$ cat src/rtl/kule_spi_pkg.sv
// Shared definitions for the SPI-side sprite path: opcodes, loader FSM states
// and default sprite geometry (kept in step with sprite_storage's params.vh).
package kule_spi_pkg;

    localparam logic [7:0] OP_NOP  = 8'h00;
    localparam logic [7:0] OP_LOAD = 8'h01;

    localparam int DEF_SPRITE_NUM       = 4;
    localparam int DEF_SPRITE_SIZE      = 1024;
    localparam int DEF_SPRITE_ADDR_SIZE = 10;

    typedef enum logic [1:0] {
        IDLE,
        GET_IDX,
        DATA,
        DISCARD
    } loader_state_t;

endpackage

$ cat src/rtl/sprite_loader.sv
// Parses LOAD_SPRITE frames from the SPI byte stream and turns each payload
// byte into one registered write strobe towards sprite_storage.
module sprite_loader
    import kule_spi_pkg::*;
#(
    parameter int SPRITE_NUM       = DEF_SPRITE_NUM,
    parameter int SPRITE_SIZE      = DEF_SPRITE_SIZE,
    parameter int SPRITE_ADDR_SIZE = DEF_SPRITE_ADDR_SIZE
) (
    input  logic                          clock,
    input  logic                          reset,
    input  logic                          rx_valid,
    input  logic [7:0]                    rx_data,
    input  logic                          frame_end,
    output logic [$clog2(SPRITE_NUM)-1:0] w_select,
    output logic                          w_en,
    output logic [SPRITE_ADDR_SIZE:0]     w_addr,
    output logic [7:0]                    w_data,
    output logic                          busy,
    output logic                          done,
    output logic                          err,
    output logic [SPRITE_NUM-1:0]         loaded
);

    localparam int SEL_W = $clog2(SPRITE_NUM);
    localparam logic [SPRITE_ADDR_SIZE-1:0] LAST_CNT = SPRITE_ADDR_SIZE'(SPRITE_SIZE / 2 - 1);

    loader_state_t                state, state_next;
    logic [SPRITE_ADDR_SIZE-1:0]  cnt, cnt_next;
    logic [SEL_W-1:0]             sel_next;
    logic [SPRITE_ADDR_SIZE:0]    addr_next;
    logic [7:0]                   data_next;
    logic                         w_en_next, done_next, err_next;
    logic [SPRITE_NUM-1:0]        loaded_next;

    always_ff @(posedge clock or posedge reset) begin
        if (reset) begin
            state    <= IDLE;
            cnt      <= '0;
            w_select <= '0;
            w_en     <= 1'b0;
            w_addr   <= '0;
            w_data   <= '0;
            done     <= 1'b0;
            err      <= 1'b0;
            loaded   <= '0;
        end else begin
            state    <= state_next;
            cnt      <= cnt_next;
            w_select <= sel_next;
            w_en     <= w_en_next;
            w_addr   <= addr_next;
            w_data   <= data_next;
            done     <= done_next;
            err      <= err_next;
            loaded   <= loaded_next;
        end
    end

    // frame_end takes priority over a coincident byte in every state
    always_comb begin
        state_next  = state;
        cnt_next    = cnt;
        sel_next    = w_select;
        addr_next   = w_addr;
        data_next   = w_data;
        w_en_next   = 1'b0;
        done_next   = 1'b0;
        err_next    = 1'b0;
        loaded_next = loaded;
        case (state)
            IDLE: begin
                if (rx_valid && !frame_end) begin
                    if (rx_data == OP_LOAD) begin
                        state_next = GET_IDX;
                    end else if (rx_data != OP_NOP) begin
                        err_next   = 1'b1;
                        state_next = DISCARD;
                    end
                end
            end
            GET_IDX: begin
                if (frame_end) begin
                    err_next   = 1'b1;
                    state_next = IDLE;
                end else if (rx_valid) begin
                    if (int'(rx_data) < SPRITE_NUM) begin
                        sel_next                      = rx_data[SEL_W-1:0];
                        loaded_next[rx_data[SEL_W-1:0]] = 1'b0;
                        cnt_next                      = '0;
                        state_next                    = DATA;
                    end else begin
                        err_next   = 1'b1;
                        state_next = DISCARD;
                    end
                end
            end
            DATA: begin
                if (frame_end) begin
                    err_next   = 1'b1;
                    state_next = IDLE;
                end else if (rx_valid) begin
                    w_en_next = 1'b1;
                    data_next = rx_data;
                    addr_next = {cnt, 1'b0};
                    if (cnt == LAST_CNT) begin
                        done_next             = 1'b1;
                        loaded_next[w_select] = 1'b1;
                        state_next            = IDLE;
                    end else begin
                        cnt_next = cnt + 1'b1;
                    end
                end
            end
            DISCARD: begin
                if (frame_end) state_next = IDLE;
            end
            default: state_next = IDLE;
        endcase
    end

    assign busy = (state != IDLE);

endmodule

$ cat config.mk
export PLATFORM = sky130hd
export DESIGN_NAME = sprite_loader
export DESIGN_NICKNAME = d
export VERILOG_FILES = /design/src/rtl/kule_spi_pkg.sv /design/src/rtl/sprite_loader.sv
export SDC_FILE = /design/constraint.sdc
export NUM_CORES = 1
export LEC_CHECK = 0
export CAP_MARGIN = 20
export CORE_MARGIN = 5
export CORE_UTILIZATION = 48
export DETAILED_ROUTE_END_ITERATION = 7
export GPL_ROUTABILITY_DRIVEN = 0
export GPL_TIMING_DRIVEN = 0
export PLACE_DENSITY = 0.73
export SETUP_SLACK_MARGIN = 0.05
export SLEW_MARGIN = 20
export SYNTH_ARGS = -nofsm -noshare
export SYNTH_HDL_FRONTEND = slang
export SYNTH_SLANG_ARGS = --single-unit
$ cat constraint.sdc
create_clock -name clock -period 3.15 [get_ports clock]
set_input_delay 0.63 -clock clock [delete_from_list [all_inputs] [get_ports clock]]
set_output_delay 0.63 -clock clock [all_outputs]
set_load 0.03 [all_outputs]
==> metrics.csv <==
metric;value;unit
layout.nets;231;
clock_tree.root_cell;clkbuf_8;
endpoint_kind;output port;
power.leakage;0.00109;µW
vias_per_cell;5.80;
htreeDepth;2;
yosysTopAreaCell;dfrtp_1;
diodes;0;
cts_tree;built;
nFillCells;310;
setup_viol;0;
slowest_stage;clkdlybuf4s50_1;
vias;1560;
critical_path.top_delay_family;buffers and inverters;
post_cts_buffers;0;
cts.sinks;39;
max-vdd-ir-drop;313;µV
final_cell_mix;39 x dfrtp_1, 38 x clkdlybuf4s50_1, 15 x mux2_1, 15 x a31oi_1, 9 x a21oi_1;
slew_headroom;59.8;%
fp.dieH;73.2;µm
start_util;48.6;%
fin_crit;2.71;ns
syn-num-nets;185;
yosysSeqAreaShare;51.0;%
coreArea;0.00394;mm²
ff_latch_area;976;µm²
synth_seq_cells;39;
first_iter_violations;86;
area_delta_synth_final;29.8;%
crit_fanout;10;
yosysUniqueCellTypes;44;
ctsHoldBuffers;0;
syn_inst;172;
cts_made_buffers;5;
drc;0;
ys_top_cells_by_area;dfrtp_1 51%, mux2_1 8.8%, a31oi_1 4.9%;
wl_per_cell;16.7;µm
powerDensity;535;mW/mm²
die-area;0.00535;mm²
drive_gt1_share;11.0;%
path_cells;clkbuf_1 > or2_2 > clkdlybuf4s50_1;
finalHoldViolCount;0;
total_power;1330;µW
critPathBufInv;2;
syn_area;0.00191;mm²
grt_pass1_wl;7870;µm
worst_path_largest_cell_delay;0.66;ns
grt_use_total;18.9;%
grt_max_degree;24;
hpwl;3300;µm
crit_type;flip-flop to output port;
cp.required;2.52;ns
die_x;73.2;µm
rrSetupSlack;1.10;ns
start_kind;flip-flop;
ys.flop_type;dfrtp_1;
grt_pass1_vias;1658;
holdWs;0.486;ns
report.final.slew_viol_count;0;
antenna_found_initial;0;
ant_nets;0;
crit_arrival;2.08;ns
cts.repair.resized;0;
clk_pin_slew;0.07;ns
fin_setup_tns;0;ns
clock_skew;0.00219;ns
period_share;86.1;%
worstMarginPinSlew;0.600;ns
port_buffers;38;
clockBufferDepth;2;
fmax;0.369;GHz
status;finished clean;
layout_commonest_cell;dfrtp_1;
synth_top_area_share;51.0;%
hold_class;flip-flop to flip-flop;
multi_input_area;857;µm²
clock_latency;0.29;ns
yosysWarnings;0;
drv_cap;0;
rsz0062_at_grt;false;
synth-edff-count;0;
ios;41;
async_reset_ff_share;100;%
postRouteWirelength;4480;µm
overflow;0;
firstDrtPassIters;4;
floorplan.rows;23;
avgSynthCellArea;11.1;µm²
[state kept, by name, summed over array words and instances (netlist names)]
register and cells:
state 2, cnt 10, w_data 8, done 1, err 1, w_addr 10
w_select 2, w_en 1, loaded 4
[per-stage QoR]
stage	setup slack [ns]	utilization (%)	std cells	area [µm²]
final	0.439	63.0	269	2480
after global routing	0.341	63.0	269	2480
after CTS	0.435	63.0	269	2480
after detailed placement	0.709	60.5	261	2380
after global placement	0.798	59.8	260	2360
after floorplan	1.46	-	172	1910
[synthesized netlist by cell type, types with 2 or more instances]
| master | count |
|---|---|
| a41oi_1 | 2 |
| nand4_1 | 2 |
| inv_1 | 9 |
| a31oi_1 | 15 |
| mux2_1 | 15 |
| nor2_1 | 6 |
| and3_1 | 3 |
| nor3_1 | 2 |
| nand2_1 | 8 |
| dfrtp_1 | 39 |
| buf_2 | 5 |
| nor2b_1 | 2 |
| nor4_4 | 2 |
| nand2b_1 | 5 |
| a21oi_1 | 9 |
| a22oi_1 | 2 |
| o21ai_0 | 8 |
| clkbuf_1 | 4 |
| or2_2 | 2 |
| nand3_1 | 6 |
| and2_1 | 2 |
| o31ai_1 | 2 |
[cells by family (layout without fill, tap and decap cells)]
logic type / Yosys count / after routing / synth area share (%)
adders and majority gates: 1 / 1 / 0.653
buffers and inverters: 19 / 66 / 4.25
muxes: 16 / 16 / 9.41
DFF: 39 / 39 / 51.0
other: 1 / 1 / 0.196
AOI/OAI and AO/OA: 48 / 48 / 17.6
and+or+nand+nor: 48 / 48 / 16.9
[path summary, 6_finish.rpt]
path	start	cells after the start	to
setup / recovery	state[1]$_DFFE_PP0P_	3	busy
setup reg to reg	cnt[1]$_DFFE_PP0P_	6	cnt[5]$_DFFE_PP0P_
hold reg to reg	w_addr[3]$_DFFE_PP0P_	2	w_addr[3]$_DFFE_PP0P_
hold / removal	w_addr[3]$_DFFE_PP0P_	2	w_addr[3]$_DFFE_PP0P_
min in group asynchronous	reset	2	w_data[0]$_DFFE_PP0P_
max in group asynchronous	reset	3	cnt[7]$_DFFE_PP0P_
[layer usage]
metal | track usage (%) | vias to the layer above | wire [µm]
met2 | 32.5 | 59 | 2320
met4 | 5.74 | 0 | 32
met3 | 5.79 | 4 | 313
met1 | 22.6 | 766 | 1810
li1 | - | 731 | -
met5 | 0 | - | 0
[area by class of cell]
class | instances | share of cell area, %
Buffer | 10 | 1.91
Clock buffer | 8 | 4.03
Timing Repair Buffer | 39 | 16.4
Sequential cell | 39 | 39.3
Inverter | 9 | 1.36
Multi-Input combinational cell | 114 | 34.5
Tap cell | 50 | 2.52
[worst min-delay path, cell delays in order (launching register included)]
cell     delay, ns
dfrtp_1       0.34
nand2_1       0.05
o21ai_0       0.06
[where the power goes]
group          switching [µW]  total, µW  leakage [µW]  internal [µW]
logic                     202        353      0.000533            151
registers                51.8        614      0.000508            563
clock network             163        362     0.0000515            200
No activity file was read; power rests on OpenSTA's default activity.
==> RTL change 1 (config.mk and constraints unchanged) <==
Make the reset (`reset`) synchronous in one clocked block.
--- a/src/rtl/sprite_loader.sv
+++ b/src/rtl/sprite_loader.sv
@@ -33,7 +33,7 @@
     logic                         w_en_next, done_next, err_next;
     logic [SPRITE_NUM-1:0]        loaded_next;
 
-    always_ff @(posedge clock or posedge reset) begin
+    always_ff @(posedge clock) begin
         if (reset) begin
             state    <= IDLE;
             cnt      <= '0;
Function: differs if reset is asserted again (counterexample within 4 cycles, from zero or initial values and one cycle with reset high); with reset held inactive, the same outputs for 10 cycles.
==> RTL change 1 against the original RTL <==
Die area down 11%; largest cell class is now multi-input combinational cells; first-iteration DRC count up 45%; final area decreased by 12%; sequential cell count did not move; wire length fell by 4.8%; global-route usage grew 1.3 points; core utilization rose by 2.2 points; setup slack better by 0.23 ns; synthesized area shrank 13%; non-clock buffer count rose by 2.
Power is not compared: it rests on default switching activity, and its combinational part moved more than twofold at a synthesized area within 25%.
==> RTL change 1: results (changes against the original RTL) <==
OUTCOME='completed'
PLACE_WS_NS=0.357  # -0.352 ns
MAX_SLEW_MARGIN=0.433  # -0.165
ROUTED_WIRELENGTH_MICRONS=4270  # -4.8%
DRTITER0DRC=125  # +45%
POWER.LEAKAGE_uW=0.000700
ASYNC_RESET_FF_FRAC=0  # -1.00
WORST_PATH_LARGEST_CELL_DELAY_NS=0.75  # +0.09 ns
SYN_AVG_CELL_AREA_SQ_UM=8.05  # -28%
CPMAXSTAGEDELAYCELL='sky130_fd_sc_hd__nor4_1'
DPL.CELL_COUNT=291  # +11%
SYNTH.CELLS.MOST_FREQUENT='45 x sky130_fd_sc_hd__nand2_1, 39 x sky130_fd_sc_hd__dfxtp_1, 26 x sky130_fd_sc_hd__a21oi_1'
CRITICAL_PATH.REG2REG.STARTPOINT='cnt[0]'
PLACE_AREA_SQ_UM=2100  # -12%
NUMBER_OF_CELLS_IN_THE_FINISHED_LAYOUT_APART_FROM_FILLERS=299  # +11%
SETUP.WORST_PATH.START='rx_data[7]'
FINAL_NETS=265  # +15%
CLKSLEWWORSTSETUPHOLDPATHS_NS=0.12  # +0.05 ns
GRT_USAGE=0.202  # +0.0126
GRT_PASS1_WL_MICRONS=7000  # -11%
TIMING.HOLD.WS_NS=0.461  # -0.0254 ns
R2R_SETUP_SLACK_NS=0.95  # -0.15 ns
YOSYSSEQAREASHARE=0.469  # -0.0410
NUMBER_OF_GLOBAL_ROUTE_VIAS_BEFORE_REPAIR=1493  # -10%
SYNTHTOPCELLSBYAREA='sky130_fd_sc_hd__dfxtp_1 47%, sky130_fd_sc_hd__nand2_1 10%, sky130_fd_sc_hd__a21oi_1 7.8%, sky130_fd_sc_hd__nor2_1 2.9%, sky130_fd_sc_hd__a31oi_1 2.6%'
ROUTED_VIA_DENSITY=5.52  # -4.8%
FINAL.MIN_CLOCK_PERIOD_NS=2.48  # -0.227 ns
CLK_LATENCY_NS=0.34  # +0.05 ns
NUM_ANTENNA_CELLS=0  # unchanged
CRITICAL_PATH.ENDPOINT='cnt[9]'
CRIT_ARRIVAL_NS=2.72  # +0.64 ns
CLOCK_SKEW_NS=0.00514  # +0.00295 ns
PLACE.DETAILED.HPWL_MICRONS=3090  # -6.4%
YOSYS_CELL_TYPES=37  # -16%
REPORT.FINAL.SETUP_VIOL=0  # unchanged
YS.FLOP_TYPE='sky130_fd_sc_hd__dfxtp_1'
FINAL_LAYOUT_SIZE_SUFFIX_GT1_FRAC=0.0553  # -0.0543
CTS_MAX_PATH_BUFFERS=2  # unchanged
GRT_START_MAX_NET_PINS=13  # -46%
GRT_ANTENNA_BEFORE_REPAIR=0  # unchanged
WORSTPATHMAXFANOUT=7  # -3
SYNTH_FP_NETS=220  # +19%
LIBRARY_CELL_USED_AS_CLOCK_ROOT_BUFFER='sky130_fd_sc_hd__clkbuf_4'
[RTL change 1: how the worst min path moves through the flow]
| stage | end | startpoint | cells after the start |
|---|---|---|---|
| 5_1_grt | w_data[2] | w_data[2] | 2 |
| 3_5_place_dp | w_data[1] | w_data[1] | 2 |
| 2_1_floorplan | cnt[5] | cnt[5] | 1 |
| 3_3_place_gp | w_data[7] | w_data[7] | 2 |
| 4_1_cts | w_addr[4] | w_addr[4] | 2 |
| 6_report | w_addr[5] | w_addr[5] | 2 |
[RTL change 1: final cells by class]
cell class | count | area (sq um)
clock inverter | 1 | 7.51
sequential | 39 | 781
multi-input combinational | 149 | 808
timing repair buffer | 38 | 380
inverter | 6 | 22.5
clock buffer | 7 | 65.1
fill | 327 | 1160
buffer | 13 | 53.8
tap | 46 | 57.6
[RTL change 1: layer usage]
metal | vias to the layer above | global-route usage | part of all wire
met2 | 58 | 0.311 | 0.47
met3 | 11 | 0.0421 | 0.062
met4 | 0 | 0.107 | 0.024
met5 | - | 0 | 0
met1 | 762 | 0.263 | 0.44
li1 | 820 | - | -
[RTL change 1: power breakdown]
| group | total (uW) | internal, uW | leakage, uW | switching [uW] |
|---|---|---|---|---|
| clock | 300 | 131 | 0.0000375 | 170 |
| sequential | 500 | 497 | 0.000315 | 2.67 |
| combinational | 71.3 | 29.5 | 0.000348 | 41.8 |
[RTL change 1: critical path, delay by kind of cell]
| kind | cells | cell delay, ns |
|---|---|---|
| buf+inv | 2 | 0.67 |
| compound gates | 2 | 0.40 |
| simple gates | 2 | 1.02 |
[RTL change 1: cell families after synthesis]
logic type,share of synthesized area
other,0.00225
AND/OR/NAND/NOR,0.246
adder cells (fa/ha/maj),0.00751
AO/OA/AOI/OAI,0.217
flip-flops,0.469
multiplexers,0.0120
buffers and inverters,0.0458
==> RTL change 2 (config.mk and constraints unchanged) <==
Made on the original files. Change the package constant `DEF_SPRITE_NUM` from 4 to 2.
--- a/src/rtl/kule_spi_pkg.sv
+++ b/src/rtl/kule_spi_pkg.sv
@@ -5,7 +5,7 @@
     localparam logic [7:0] OP_NOP  = 8'h00;
     localparam logic [7:0] OP_LOAD = 8'h01;
 
-    localparam int DEF_SPRITE_NUM       = 4;
+    localparam int DEF_SPRITE_NUM       = 2;
     localparam int DEF_SPRITE_SIZE      = 1024;
     localparam int DEF_SPRITE_ADDR_SIZE = 10;
 
Ports: changed (resized loaded and w_select); port bits go from 41 to 38. The function was not compared with the original's and may differ.
==> RTL change 2 against the original RTL <==
Count of clock-buffer cells in the layout fell by 1; die area is 14% lower; sequential cell count is 3 lower; synthesized cell count shrank 2.3%; power fell by 4.8%; setup slack better by 0.34 ns; wire length down 20%; final cell count shrank 4.1%; global-route usage shrank 1.1 points; final area down 16%; synthesized area is 16% lower; maximum frequency rose by 15%; combinational power increased by 10%; critical path type is now in -> reg; critical endpoint is now cnt[1]; largest cell class unchanged.
==> RTL change 2: results (changes against the original RTL) <==
OUTCOME='completed'
SYNTH.MUX.AREA_FRACTION=0.0132  # -0.0809
WORST_IR_DROP_VDD_mV=0.272  # -13%
CLOCK_SKEW_NS=0.0118  # +0.00958 ns
DETAILROUTE.WIRELENGTH.MET2_MICRONS=1840  # -21%
CLKSLEWWORSTSETUPHOLDPATHS_NS=0.11  # +0.04 ns
GRT_PASS1_WL_MICRONS=6020  # -24%
POWER.NET_SWITCHING_uW=451  # +8.1%
FINAL_NETS=224  # -3.0%
ROUTE.MET3.WL_MICRONS=187  # -40%
WORST_PATH_LARGEST_CELL_DELAY_NS=0.64  # -0.02 ns
GRT_USAGE=0.178  # -0.0107
POWER.LEAKAGE_uW=0.000937  # -14%
FINAL_LAYOUT_SIZE_SUFFIX_GT1_FRAC=0.0896  # -0.0200
SYNTH.CELLS.MOST_FREQUENT='50 x sky130_fd_sc_hd__nand2_1, 36 x sky130_fd_sc_hd__dfrtp_1, 10 x sky130_fd_sc_hd__o21ai_0'
PLACE.DETAILED.HPWL_MICRONS=2600  # -21%
DESIGN_POWER_TOTAL_uW=1270  # -4.8%
SYN_AVG_CELL_AREA_SQ_UM=9.57  # -14%
MET1WIRELENGTH_MICRONS=1540  # -15%
POST_SYNTH_FA_HA_MAJ_AREA_FRACTION=0.00778  # +0.00125
YOSYSSEQAREASHARE=0.560  # +0.0505
CRIT_ARRIVAL_NS=2.62  # +0.54 ns
GRT_START_MAX_NET_PINS=37  # +54%
SYNTH_COMPOUND_AREA_FRAC=0.143  # -0.0333
PLACEMENT.IO_BUFFERS=36  # -5.3%
NUM-FILL-CELLS=283  # -8.7%
SYNTH_FP_NETS=181  # -2.2%
MAX_SLEW_MARGIN=0.509  # -0.0893
SEQUENTIALPOWER_uW=616  # about the same
CLK_LATENCY_NS=0.34  # +0.05 ns
NUMBER_OF_GLOBAL_ROUTE_VIAS_BEFORE_REPAIR=1319  # -20%
DPL.CELL_COUNT=250  # -4.2%
YOSYS_CELL_TYPES=37  # -16%
GRT_MET3_USAGE=0.0509  # -0.00695
SYNTHTOPCELLSBYAREA='sky130_fd_sc_hd__dfrtp_1 56%, sky130_fd_sc_hd__nand2_1 12%, sky130_fd_sc_hd__o21ai_0 3.1%, sky130_fd_sc_hd__a21oi_1 2.8%, sky130_fd_sc_hd__a31oi_1 2.3%'
LIBRARY_CELL_USED_AS_CLOCK_ROOT_BUFFER='sky130_fd_sc_hd__clkbuf_4'
## RTL change 2: cell count changes after synthesis, moves of 4 or more
cell,before,now
sky130_fd_sc_hd__nand2_1,8,50
sky130_fd_sc_hd__nand2b_1,5,1
sky130_fd_sc_hd__mux2_1,15,0
sky130_fd_sc_hd__a31oi_1,15,6
sky130_fd_sc_hd__buf_2,5,1
## RTL change 2: worst paths after layout
kind                                  from        end  slack, ns  depth (start not counted)
worst min register to register   w_data[7]  w_data[7]       0.48                          2
max in group asynchronous            reset  w_addr[1]       1.95                          2
worst max-delay path            rx_data[4]     cnt[1]       0.78                          5
worst min-delay path             w_data[7]  w_data[7]       0.48                          2
worst max register to register      cnt[1]     cnt[9]       1.26                          5
min in group asynchronous            reset  w_addr[9]       0.72                          2
## RTL change 2: cell type report
cell class | instances | area share
buffer | 6 | 0.0168
multi-input combinational | 117 | 0.306
timing repair buffer | 36 | 0.173
sequential | 36 | 0.431
tap | 46 | 0.0276
inverter | 9 | 0.0162
clock buffer | 7 | 0.0264
clock inverter | 1 | 0.00359
## RTL change 2: cell families after synthesis
group,count (synthesis)
AO/OA/AOI/OAI,36
adder cells (fa/ha/maj),1
AND/OR/NAND/NOR,77
buffers and inverters,15
other,1
flip-flops,36
multiplexers,2
## RTL change 2: through the flow
| stage | cell area [sq um] | util |
|---|---|---|
| after CTS | 2090 | 0.636 |
| after detailed placement | 2030 | 0.617 |
| final | 2090 | 0.636 |
| after floorplan | 1610 | - |
| after global routing | 2090 | 0.636 |
| after global placement | 2030 | 0.617 |
## RTL change 2: critical path, delay by kind of cell
family / cells / cell delay (ns)
AND/OR/NAND/NOR: 2 / 1.00
buffers and inverters: 1 / 0.42
multiplexers: 1 / 0.24
AO/OA/AOI/OAI: 1 / 0.32
